## src/rtl/sevenseg_pkg.sv

```systemverilog
// sevenseg_pkg: shared types, blank pattern and hex glyph encoder for the
// seven-segment scan driver.
`default_nettype none

package sevenseg_pkg;

   typedef logic [3:0] nibble_t;

   localparam logic [6:0] SEG_BLANK = 7'h7F;

   // Active-low glyphs, bit order {g,f,e,d,c,b,a}
   function automatic logic [6:0] seg_encode(input nibble_t nib);
      logic [6:0] seg;
      case (nib)
         4'h0: seg = 7'h40;
         4'h1: seg = 7'h79;
         4'h2: seg = 7'h24;
         4'h3: seg = 7'h30;
         4'h4: seg = 7'h19;
         4'h5: seg = 7'h12;
         4'h6: seg = 7'h02;
         4'h7: seg = 7'h78;
         4'h8: seg = 7'h00;
         4'h9: seg = 7'h10;
         4'hA: seg = 7'h08;
         4'hB: seg = 7'h03;
         4'hC: seg = 7'h46;
         4'hD: seg = 7'h21;
         4'hE: seg = 7'h06;
         default: seg = 7'h0E;
      endcase
      return seg;
   endfunction

endpackage

`default_nettype wire

```

## src/rtl/sevenseg_scan_divider.sv

```systemverilog
// scan_divider: free-running slot counter 0..REFRESH_DIV-1 with a wrap strobe
// on the last cycle of each slot.
`default_nettype none

module scan_divider #(
   parameter int REFRESH_DIV = 50000,
   parameter int SLOT_W      = $clog2(REFRESH_DIV)
) (
   input  logic              clk_i,
   input  logic              rst_ni,
   output logic [SLOT_W-1:0] slot_o,
   output logic              wrap_o
);

   localparam logic [SLOT_W-1:0] LAST_SLOT = SLOT_W'(REFRESH_DIV - 1);

   logic [SLOT_W-1:0] slot_q;
   logic [SLOT_W-1:0] slot_d;

   assign wrap_o = (slot_q == LAST_SLOT);
   assign slot_o = slot_q;

   always_comb begin
      slot_d = wrap_o ? '0 : slot_q + 1'b1;
   end

   always_ff @(posedge clk_i or negedge rst_ni) begin
      if (!rst_ni) slot_q <= '0;
      else         slot_q <= slot_d;
   end

endmodule

`default_nettype wire

```

## src/rtl/sevenseg_scan.sv

```systemverilog
// sevenseg_scan: time-multiplexed common-anode seven-segment driver with
// frame-synchronous update, leading-zero blanking, decimal points and guard.
`default_nettype none

module sevenseg_scan
   import sevenseg_pkg::*;
#(
   parameter int NUM_DIGITS  = 4,
   parameter int REFRESH_DIV = 50000,
   parameter int GUARD       = 8
) (
   input  logic                    clk_i,
   input  logic                    rst_ni,
   input  logic [4*NUM_DIGITS-1:0] value_i,
   input  logic [NUM_DIGITS-1:0]   dp_in_i,
   input  logic                    load_i,
   input  logic                    lz_blank_i,
   output logic [6:0]              segments_o,
   output logic                    dp_o,
   output logic [NUM_DIGITS-1:0]   anodes_o,
   output logic                    frame_tick_o,
   output logic                    pending_o
);

   localparam int IDX_W  = (NUM_DIGITS > 1) ? $clog2(NUM_DIGITS) : 1;
   localparam int SLOT_W = $clog2(REFRESH_DIV);
   localparam logic [IDX_W-1:0] LAST_IDX = IDX_W'(NUM_DIGITS - 1);

   logic [SLOT_W-1:0]       slot;
   logic                    slot_wrap;
   logic                    frame_wrap;

   logic [IDX_W-1:0]        idx_q,       idx_d;
   logic [4*NUM_DIGITS-1:0] pend_val_q,  pend_val_d;
   logic [NUM_DIGITS-1:0]   pend_dp_q,   pend_dp_d;
   logic                    pending_q,   pending_d;
   logic [4*NUM_DIGITS-1:0] disp_val_q,  disp_val_d;
   logic [NUM_DIGITS-1:0]   disp_dp_q,   disp_dp_d;
   logic [6:0]              seg_q,       seg_d;
   logic                    dp_q,        dp_d;
   logic [NUM_DIGITS-1:0]   an_q,        an_d;
   logic                    tick_q,      tick_d;

   logic [NUM_DIGITS-1:0]   blank_vec;
   logic                    zero_run;
   nibble_t                 nib_sel;
   logic                    dp_sel;
   logic                    blank_sel;
   logic                    in_guard;

   scan_divider #(
      .REFRESH_DIV (REFRESH_DIV),
      .SLOT_W      (SLOT_W)
   ) u_div (
      .clk_i  (clk_i),
      .rst_ni (rst_ni),
      .slot_o (slot),
      .wrap_o (slot_wrap)
   );

   assign frame_wrap = slot_wrap && (idx_q == LAST_IDX);

   always_comb begin
      idx_d      = idx_q;
      pend_val_d = pend_val_q;
      pend_dp_d  = pend_dp_q;
      pending_d  = pending_q;
      disp_val_d = disp_val_q;
      disp_dp_d  = disp_dp_q;
      if (slot_wrap) idx_d = frame_wrap ? '0 : idx_q + 1'b1;
      // Promotion uses the old pending data; a same-cycle load stays pending
      if (frame_wrap && pending_q) begin
         disp_val_d = pend_val_q;
         disp_dp_d  = pend_dp_q;
         pending_d  = 1'b0;
      end
      if (load_i) begin
         pend_val_d = value_i;
         pend_dp_d  = dp_in_i;
         pending_d  = 1'b1;
      end
      tick_d = frame_wrap;
   end

   // A digit blanks when it and every more-significant nibble are zero
   always_comb begin
      zero_run  = 1'b1;
      blank_vec = '0;
      for (int k = NUM_DIGITS - 1; k >= 0; k--) begin
         zero_run     = zero_run && (disp_val_q[4*k +: 4] == 4'h0);
         blank_vec[k] = zero_run && lz_blank_i && (k != 0);
      end
   end

   always_comb begin
      nib_sel   = '0;
      dp_sel    = 1'b0;
      blank_sel = 1'b0;
      in_guard  = (32'(slot) < GUARD);
      an_d      = '1;
      for (int k = 0; k < NUM_DIGITS; k++) begin
         if (idx_q == IDX_W'(k)) begin
            nib_sel   = disp_val_q[4*k +: 4];
            dp_sel    = disp_dp_q[k];
            blank_sel = blank_vec[k];
            an_d[k]   = in_guard;
         end
      end
      seg_d = (in_guard || blank_sel) ? SEG_BLANK : seg_encode(nib_sel);
      dp_d  = in_guard ? 1'b1 : ~dp_sel;
   end

   always_ff @(posedge clk_i or negedge rst_ni) begin
      if (!rst_ni) begin
         idx_q      <= '0;
         pend_val_q <= '0;
         pend_dp_q  <= '0;
         pending_q  <= 1'b0;
         disp_val_q <= '0;
         disp_dp_q  <= '0;
         seg_q      <= SEG_BLANK;
         dp_q       <= 1'b1;
         an_q       <= '1;
         tick_q     <= 1'b0;
      end else begin
         idx_q      <= idx_d;
         pend_val_q <= pend_val_d;
         pend_dp_q  <= pend_dp_d;
         pending_q  <= pending_d;
         disp_val_q <= disp_val_d;
         disp_dp_q  <= disp_dp_d;
         seg_q      <= seg_d;
         dp_q       <= dp_d;
         an_q       <= an_d;
         tick_q     <= tick_d;
      end
   end

   assign segments_o   = seg_q;
   assign dp_o         = dp_q;
   assign anodes_o     = an_q;
   assign frame_tick_o = tick_q;
   assign pending_o    = pending_q;

endmodule

`default_nettype wire
```

## config.mk

```make
export PLATFORM = sky130hd
export DESIGN_NAME = sevenseg_scan
export DESIGN_NICKNAME = d
export VERILOG_FILES = /design/src/rtl/sevenseg_pkg.sv /design/src/rtl/sevenseg_scan_divider.sv /design/src/rtl/sevenseg_scan.sv
export SDC_FILE = /design/constraint.sdc
export NUM_CORES = 1
export LEC_CHECK = 0
export BUFFER_PORTS_ARGS = -buffer_cell sky130_fd_sc_hd__clkbuf_2
export CORE_ASPECT_RATIO = 1.4
export CORE_MARGIN = 8
export CORE_UTILIZATION = 32
export DETAILED_ROUTE_END_ITERATION = 8
export SLEW_MARGIN = 20
export SYNTH_ARGS = -nofsm -noshare
export SYNTH_HDL_FRONTEND = slang
export SYNTH_SLANG_ARGS = --single-unit
```

## constraint.sdc

```tcl
create_clock -name clk_i -period 2.98 [get_ports clk_i]
set_input_delay 0.298 -clock clk_i [delete_from_list [all_inputs] [get_ports clk_i]]
set_output_delay 0.298 -clock clk_i [all_outputs]
set_load 0.01 [all_outputs]
```

==> results of run 1 <==
-- critical path, stage by stage (launching register included) --
cell      delay (ns)
dfrtp_1         0.39
ha_1            0.53
nor2_1          0.22
a221o_1         0.43
inv_1           0.14
ha_1            0.20
nor2_1          0.07
a211oi_1        0.21
nand3b_1        0.14
-- Yosys cell counts, types with 4 or more instances --
cell type / count / area share
nor2b_1: 5 / 0.0093
xor2_1: 8 / 0.021
dfstp_2: 12 / 0.093
xnor2_1: 6 / 0.016
nand2_1: 21 / 0.023
buf_2: 4 / 0.0059
mux2_2: 21 / 0.070
nor3_1: 6 / 0.0089
dfrtp_1: 60 / 0.44
ha_1: 11 / 0.041
inv_1: 9 / 0.010
nor4_1: 4 / 0.0074
nor2_1: 18 / 0.020
nor3b_1: 4 / 0.0089
a21oi_1: 5 / 0.0074
mux2_4: 20 / 0.089
clkbuf_1: 5 / 0.0056
nand3_1: 12 / 0.018
-- registers in the layout, indices dropped and copies added (netlist names) --
| signal | cells |
|---|---|
| pending_o | 1 |
| u_div.slot_o | 16 |
| disp_val_q | 16 |
| pend_val_q | 16 |
| disp_dp_q | 4 |
| dp_o | 1 |
| frame_tick_o | 1 |
| segments_o | 7 |
| idx_q | 2 |
| pend_dp_q | 4 |
| anodes_o | 4 |
-- placed cells by master (no fill, tap or decap), types with 3 or more instances in the layout --
| master | count |
|---|---|
| xor2_1 | 8 |
| inv_1 | 9 |
| nor2b_1 | 5 |
| dfstp_2 | 12 |
| nand2_1 | 21 |
| nand3b_1 | 3 |
| clkbuf_16 | 9 |
| buf_4 | 5 |
| clkbuf_2 | 36 |
| a21oi_1 | 5 |
| nor3b_1 | 4 |
| ha_1 | 11 |
| xnor2_1 | 6 |
| nor4_1 | 4 |
| o21ai_0 | 3 |
| nor3_1 | 6 |
| mux2_4 | 20 |
| o211ai_1 | 3 |
| dfrtp_1 | 60 |
| mux2_2 | 21 |
| and3_1 | 3 |
| nand3_1 | 12 |
| nor2_1 | 18 |
-- per-layer routing --
metal	wire [um]	vias up	GRT usage
met5	0	-	0
met4	123	0	0.0525
li1	-	1036	-
met2	3690	42	0.186
met1	2710	1083	0.110
met3	339	10	0.0339
-- path summary, 6_finish.rpt --
| kind | from | to | slack (ns) | cells past startpoint |
|---|---|---|---|---|
| setup / recovery | idx_q[0] | segments_o[5] | 0.57 | 8 |
| hold / removal | rst_ni | disp_val_q[14] | 0.03 | 1 |
| setup reg to reg | idx_q[0] | segments_o[5] | 0.57 | 8 |
| hold reg to reg | u_div.slot_o[0] | u_div.slot_o[0] | 0.49 | 1 |
| max in group asynchronous | rst_ni | dp_o | 2.07 | 2 |
| min in group clk_i | value_i[12] | pend_val_q[12] | 0.19 | 2 |
-- final cells by class --
type / count / area (um^2) / area share
Tap cell: 138 / 173 / 0.0433
Timing Repair Buffer: 42 / 223 / 0.0559
Multi-Input combinational cell: 177 / 1460 / 0.367
Inverter: 9 / 33.8 / 0.00847
Sequential cell: 72 / 1820 / 0.456
Clock inverter: 3 / 17.5 / 0.00439
Clock buffer: 13 / 260 / 0.0653
-- logic make-up after synthesis --
kind of cell	synth area share
AOI/OAI and AO/OA	0.0656
and+or+nand+nor	0.132
adders and majority gates	0.0408
buffers and inverters	0.0282
DFF	0.538
muxes	0.159
xor gates and xnor gates	0.0363
-- metrics by stage --
| step | area, um^2 | util | setup WS (ns) | hold slack [ns] | cells |
|---|---|---|---|---|---|
| after CTS | 3990 | 0.385 | 0.584 | 0.0543 | 454 |
| after global placement | 3710 | 0.358 | 0.723 | 0.412 | 438 |
| final | 3990 | 0.385 | 0.571 | 0.0337 | 454 |
| after global routing | 3990 | 0.385 | 0.369 | 0.0868 | 454 |
| after floorplan | 3370 | - | 0.893 | 0.00241 | 269 |
| after detailed placement | 3710 | 0.358 | 0.577 | 0.413 | 438 |
-- power by group through the flow --
stage          clock, mW  sequential, mW  combinational [mW]
2_1_floorplan          0            1.03              0.0339
3_3_place_gp           0            1.04              0.0731
3_5_place_dp           0            1.04              0.0752
4_1_cts             1.01            1.02              0.0752
5_1_grt             1.06            1.02              0.0816
6_report           0.990            1.02              0.0722
==> flow_summary.ini, run 1 <==
[final_layout]
antenna_cells = 0
drive_above_1_share = 0.364
fillerInstances = 1047
fin_nets = 346
area_delta_synth_final_pct = 18.1

[sta]
relSlewSlack = 0.498
fin_tns_setup_ns = 0
min_period_ns = 2.41
worst_pin_slew_ns = 0.752
final_hold_viol_count = 0
setup_viol_count_final = 0
finClkSkew_ns = 0.00755
finalCritPeriodShare = 0.808
max_freq_mhz = 415
drv_slew = 0
rsz0062_at_grt = no

[cts]
cts_buffer_depth = 2
cts_buffers = 9
path_clk_slew_ns = 0.06
clock_latency_ns = 0.34
cts_hold_buf = 0
post_cts_buffers = 0
cts.sink_count = 72
cts_resized = 0
ctsRootBufferMaster = clkbuf_16
cts_tree = yes
cts-htree-levels = 3

[die]
io-pin-count = 38
num_rows = 44
die-area_mm2 = 0.0141
dieWidth_um = 103
initial_core_util = 0.326
die_y_um = 138
fp.coreArea_mm2 = 0.0103

[outcome]
status = completed

[synth]
seq_area_frac_synth = 0.538
syn_area_mm2 = 0.00337
synthArstFlopShare = 1.00
synth_cells = 269
synth_warnings = 0
synth_edf_count = 0
synth_cell_types = 40
synth-seq-cells = 72
synth_ff_type = dfrtp_1
avgSynthCellArea_um2 = 12.5
synth_nets = 304

[placed_design]
place.gp.congestion = 0.824
dp.final_hpwl_mm = 5.09
portBuffers = 37

[pwr]
p_seq_frac = 0.490
ir_drop_v = 0.000196
p_switching_mw = 0.434
swShare = 0.208
p_per_area_mw_per_mm2 = 523
clkPwrFrac = 0.475
power.total_mw = 2.08
internal-power_mw = 1.65
combPwrFrac = 0.035
p_leak_nw = 1.87

[global_route]
grt_pass1_wl_mm = 11.2
gr-usage-all-layers = 0.106
grt_max_degree = 36
antenna_found_initial = 0
grt_overflow = 0
grt_pass1_vias = 2309

[setup_path]
worstPathRequired_ns = 3.25
worstSetupEndpointType = register
worst-path-max-fanout = 17
path_class = register to register
start_kind = register
arrival_ns = 2.68

[routing]
vias = 2171
dr.first_iter.drc_count = 91
drt-total-wl_mm = 6.86
first_pass_iters = 4
wl_per_cell_um = 15.1
route.detailed.drc = 0
ant_nets = 0
routed_via_density = 4.78

[job]
cap_violations = 0

[worst_hold_path]
hold_path_class = input port to async pin
Power figures use the tool's default switching activity.
==> run 2, diff against run 1 <==
==> constraint.sdc (replaced) <==
create_clock -name clk_i -period 2.4 [get_ports clk_i]
set_input_delay 0.24 -clock clk_i [delete_from_list [all_inputs] [get_ports clk_i]]
set_output_delay 0.24 -clock clk_i [all_outputs]
set_load 0.01 [all_outputs]
==> flow_summary.ini, run 2 (synthesis results as in run 1) <==
[outcome]
status = completed

[final_layout]
fillerInstances = 1030
final_cell_mix = dfrtp_1 (60), clkbuf_2 (36), nand2_1 (21), mux2_2 (21), mux2_4 (20)
drive_above_1_share = 0.386
finish.utilization = 0.390
fin_nets = 349
multiInputGateArea_mm2 = 0.00148
final_common_cell = dfrtp_1
stdcell_count = 457
area_delta_synth_final_pct = 19.7
seq_area_mm2 = 0.00182
antenna_cells = 0

[pwr]
p_switching_mw = 0.526
power.total_mw = 2.58
combPwrFrac = 0.036
p_leak_nw = 1.89
ir_drop_v = 0.000277
p_per_area_mw_per_mm2 = 639
swShare = 0.204
internal-power_mw = 2.05
p_seq_frac = 0.492
clkPwrFrac = 0.472

[setup_path]
worstPathRequired_ns = 2.65
path_class = register to register
arrival_ns = 2.49
start_kind = register
worstSetupEndpointType = register
worst-path-max-fanout = 4
startpoint = idx_q[0]
r2r-start = idx_q[0]

[routing]
dr.first_iter.drc_count = 77
ant_nets = 0
vias = 2178
routed_via_density = 4.77
first_pass_iters = 4
wl_per_cell_um = 15.3
route.detailed.drc = 0
drt-total-wl_mm = 6.98

[die]
dieWidth_um = 103
die_y_um = 138
fp.coreArea_mm2 = 0.0103
io-pin-count = 38
num_rows = 44
initial_core_util = 0.326
die-area_mm2 = 0.0141

[placed_design]
dp.cells = 437
dp.final_hpwl_mm = 5.09
portBuffers = 37
dp_slack_ns = 0.0634
place.gp.congestion = 0.794

[cts]
cts_buffer_depth = 2
clock_latency_ns = 0.33
cts-htree-levels = 3
ctsRootBufferMaster = clkbuf_16
cts_buffers = 9
cts.sink_count = 72
cts_tree = yes
path_clk_slew_ns = 0.05

[sta]
setup_viol_count_final = 0
drv_slew = 0
max_freq_mhz = 448
finalCritPeriodShare = 0.931
finClkSkew_ns = 0.00904
worst_pin_slew_ns = 0.664
fin_tns_setup_ns = 0
relSlewSlack = 0.557
min_period_ns = 2.23
fin_ws_ns = 0.167
final_hold_viol_count = 0
rsz0062_at_grt = no

[global_route]
grt_pass1_wl_mm = 11.9
use_met3 = 0.0253
grt_use_met2 = 0.201
gr-usage-all-layers = 0.111
antenna_found_initial = 0
grt_max_degree = 44
grt_use_met1 = 0.111
grt_pass1_vias = 2456
top_usage_layer = met2
grt_overflow = 0

[job]
cap_violations = 0

[worst_hold_path]
holdCritStartpoint = dp_in_i[0]
hold_path_class = input port to register
run 2: worst paths after layout:
| check | to | slack [ns] | cells after the start |
|---|---|---|---|
| max | segments_o[3] | 0.17 | 10 |
| min | pend_dp_q[0] | 0.14 | 2 |
| max reg2reg | segments_o[3] | 0.17 | 10 |
| min reg2reg | u_div.slot_o[0] | 0.49 | 1 |
| max in group asynchronous | dp_o | 1.20 | 3 |
| min in group asynchronous | pend_val_q[14] | 0.48 | 2 |
run 2: layout make-up:
class / instances / share of cell area
clock inverter: 1 / 0.00124
sequential: 72 / 0.450
timing repair buffer: 45 / 0.0644
tap: 138 / 0.0427
inverter: 9 / 0.00836
multi-input combinational: 177 / 0.367
clock buffer: 15 / 0.0663
run 2: power by group through the flow:
stage | clock (mW) | sequential (mW) | combinational, mW
floorplan | 0 | 1.28 | 0.0422
global placement | 0 | 1.29 | 0.0923
detailed placement | 0 | 1.29 | 0.0943
CTS | 1.25 | 1.27 | 0.0960
global route | 1.30 | 1.27 | 0.105
finish | 1.22 | 1.27 | 0.0919
run 2: per-stage QoR:
| stage | hold slack [ns] | cell area (um^2) |
|---|---|---|
| floorplan | -0.0556 | 3370 |
| global placement | 0.305 | 3710 |
| detailed placement | 0.312 | 3710 |
| CTS | 0.133 | 4000 |
| global route | 0.136 | 4040 |
| finish | 0.142 | 4040 |
run 2: critical path, cell delays in order, from the launching register on:
cell and delay, ns:
dfrtp_1 0.41, inv_1 0.12, ha_2 0.21, nor2b_2 0.19, a22oi_1 0.10, a221o_1 0.35
buf_4 0.15, ha_1 0.30, a21oi_1 0.12, o21ai_0 0.10, o211ai_1 0.11
run 2: routing by layer:
| metal | up-vias | part of all wire |
|---|---|---|
| li1 | 1036 | - |
| met1 | 1090 | 0.39 |
| met2 | 37 | 0.54 |
| met3 | 15 | 0.037 |
| met4 | 0 | 0.031 |
| met5 | - | 0 |
run 2: what timing repair did:
action                                 4_1_cts  5_1_grt
resized for setup                            0        8
hold buffers                                 1        0
endpoints found under the hold margin       18        0
buffers inserted                             0        3
setup endpoints to repair                    0        5
==> run 3, diff against run 2 <==
--- a/config.mk
+++ b/config.mk
@@ -8,8 +8,9 @@
 export BUFFER_PORTS_ARGS = -buffer_cell sky130_fd_sc_hd__clkbuf_2
 export CORE_ASPECT_RATIO = 1.4
 export CORE_MARGIN = 8
-export CORE_UTILIZATION = 32
+export CORE_UTILIZATION = 58
 export DETAILED_ROUTE_END_ITERATION = 8
+export PLACE_DENSITY = 0.79
 export SLEW_MARGIN = 20
 export SYNTH_ARGS = -nofsm -noshare
 export SYNTH_HDL_FRONTEND = slang
==> flow_summary.ini, run 3 (synthesis results as in run 1) <==
[placed_design]
place.gp.congestion = 0.835
placed_area_mm2 = 0.00364
portBuffers = 37
dp.final_hpwl_mm = 4.73
dp_slack_ns = 0.0794
dp.cells = 370

[pwr]
p_leak_nw = 1.86
p_per_area_mw_per_mm2 = 618
ir_drop_v = 0.000735

[global_route]
gr-usage-all-layers = 0.171
grt_pass1_vias = 2345
grt_pass1_wl_mm = 11.3
antenna_found_initial = 0
grt_max_degree = 73
grt_overflow = 0

[setup_path]
worst-path-max-fanout = 13
arrival_ns = 2.53
crit_path_frequent_cell = ha_1
start_kind = register
path_cells = ha_1 > nor2_2 > a221o_1 > buf_4 > ha_1 > a21oi_1 > o21ai_0 > o211ai_1
r2r-start = idx_q[0]
worstPathRequired_ns = 2.67
startpoint = idx_q[0]
worst-r2r-cell-count = 8
path_class = register to register
worstSetupEndpointType = register
worst-path-buf-inv = 1
rrSetupSlack_ns = 0.14
max_stage_delay_ns = 0.45
r2r-end = segments_o[3]
cp_top_family = adder cells
crit_slowest_cell = ha_1

[final_layout]
final_cell_mix = dfrtp_1 (60), clkbuf_2 (36), nand2_1 (21), mux2_2 (21), mux2_4 (20)
drive_above_1_share = 0.392
design_area_mm2 = 0.00390
antenna_cells = 0
fin_nets = 349
stdcell_count = 389
finish.utilization = 0.680
area_delta_synth_final_pct = 15.6
final_common_cell = dfrtp_1

[routing]
drt-total-wl_mm = 6.77
route.detailed.drc = 0
first_pass_iters = 4
wl_per_cell_um = 17.4
dr.first_iter.drc_count = 175
vias = 2217
routed_via_density = 5.70
ant_nets = 0

[cts]
cts.sink_count = 72
clock_latency_ns = 0.34
cts_buffer_depth = 2
ctsRootBufferMaster = clkbuf_8
cts_tree = yes
cts_buffers = 9
path_clk_slew_ns = 0.08
cts-htree-levels = 3

[sta]
finClkSkew_ns = 0.00841
finalCritPeriodShare = 0.942
max_freq_mhz = 442
whs_ns = 0.127
final_hold_viol_count = 0
worst_pin_slew_ns = 0.584
relSlewSlack = 0.610
fin_ws_ns = 0.139
setup_viol_count_final = 0
min_period_ns = 2.26
drv_slew = 0

[die]
io-pin-count = 38
dieWidth_um = 80.5
num_rows = 33
die_y_um = 106
die-area_mm2 = 0.00855
fp.coreArea_mm2 = 0.00574
initial_core_util = 0.588

[worst_hold_path]
hold_depth = 2
hold_path_class = input port to register
holdCritStartpoint = value_i[5]
hold-path-endpoint = pend_val_q[5]

[job]
cap_violations = 0

[outcome]
status = completed
## run 3: cell types whose count changed in the layout (fill, tap and decap cells not counted), moves of 2 or more
cell and delta:
bufinv_16 +2, clkbuf_16 -9, clkbuf_1 -3, clkbuf_8 +8, clkinvlp_4 +2
## run 3: layout make-up
| type | instances | area (um^2) |
|---|---|---|
| clock inverters | 5 | 80.1 |
| well taps | 70 | 87.6 |
| multi-input cells | 177 | 1480 |
| fillers | 411 | 1840 |
| inverters | 9 | 33.8 |
| flip-flops and latches | 72 | 1820 |
| repair buffers | 45 | 260 |
| clock buffers | 11 | 141 |
## run 3: worst max-delay path by stage
stage,end,cells past startpoint,slack [ns]
floorplan,segments_o[5],10,0.31
global placement,segments_o[5],9,0.23
detailed placement,segments_o[6],9,0.08
CTS,segments_o[6],9,0.06
global route,segments_o[5],10,-0.03
finish,segments_o[3],8,0.14
## run 3: metal layers
metal,global-route usage,share of wire,vias up
met5,0,0,-
met4,0.0992,0.034,0
met3,0.0439,0.039,20
met2,0.294,0.54,48
met1,0.182,0.39,1111
li1,-,-,1038
## run 3: metrics by stage
| stage | total power, mW | setup TNS (ns) |
|---|---|---|
| CTS | 2.43 | 0 |
| finish | 2.41 | 0 |
| detailed placement | 1.38 | 0 |
| floorplan | 1.32 | 0 |
| global route | 2.50 | -0.0465 |
| global placement | 1.38 | 0 |
## run 3: where the power goes
part	leakage (nW)	total (mW)	switching, mW	internal, mW
clock	0.106	1.05	0.441	0.612
sequential	0.898	1.27	0.0180	1.25
combinational	0.859	0.0927	0.0436	0.0490
## run 3: timing repair
item	in CTS	in global routing
gates resized for setup	0	7
hold buffers	1	0
setup endpoints to repair	0	5
hold endpoints to repair	60	0
setup buffers	0	2
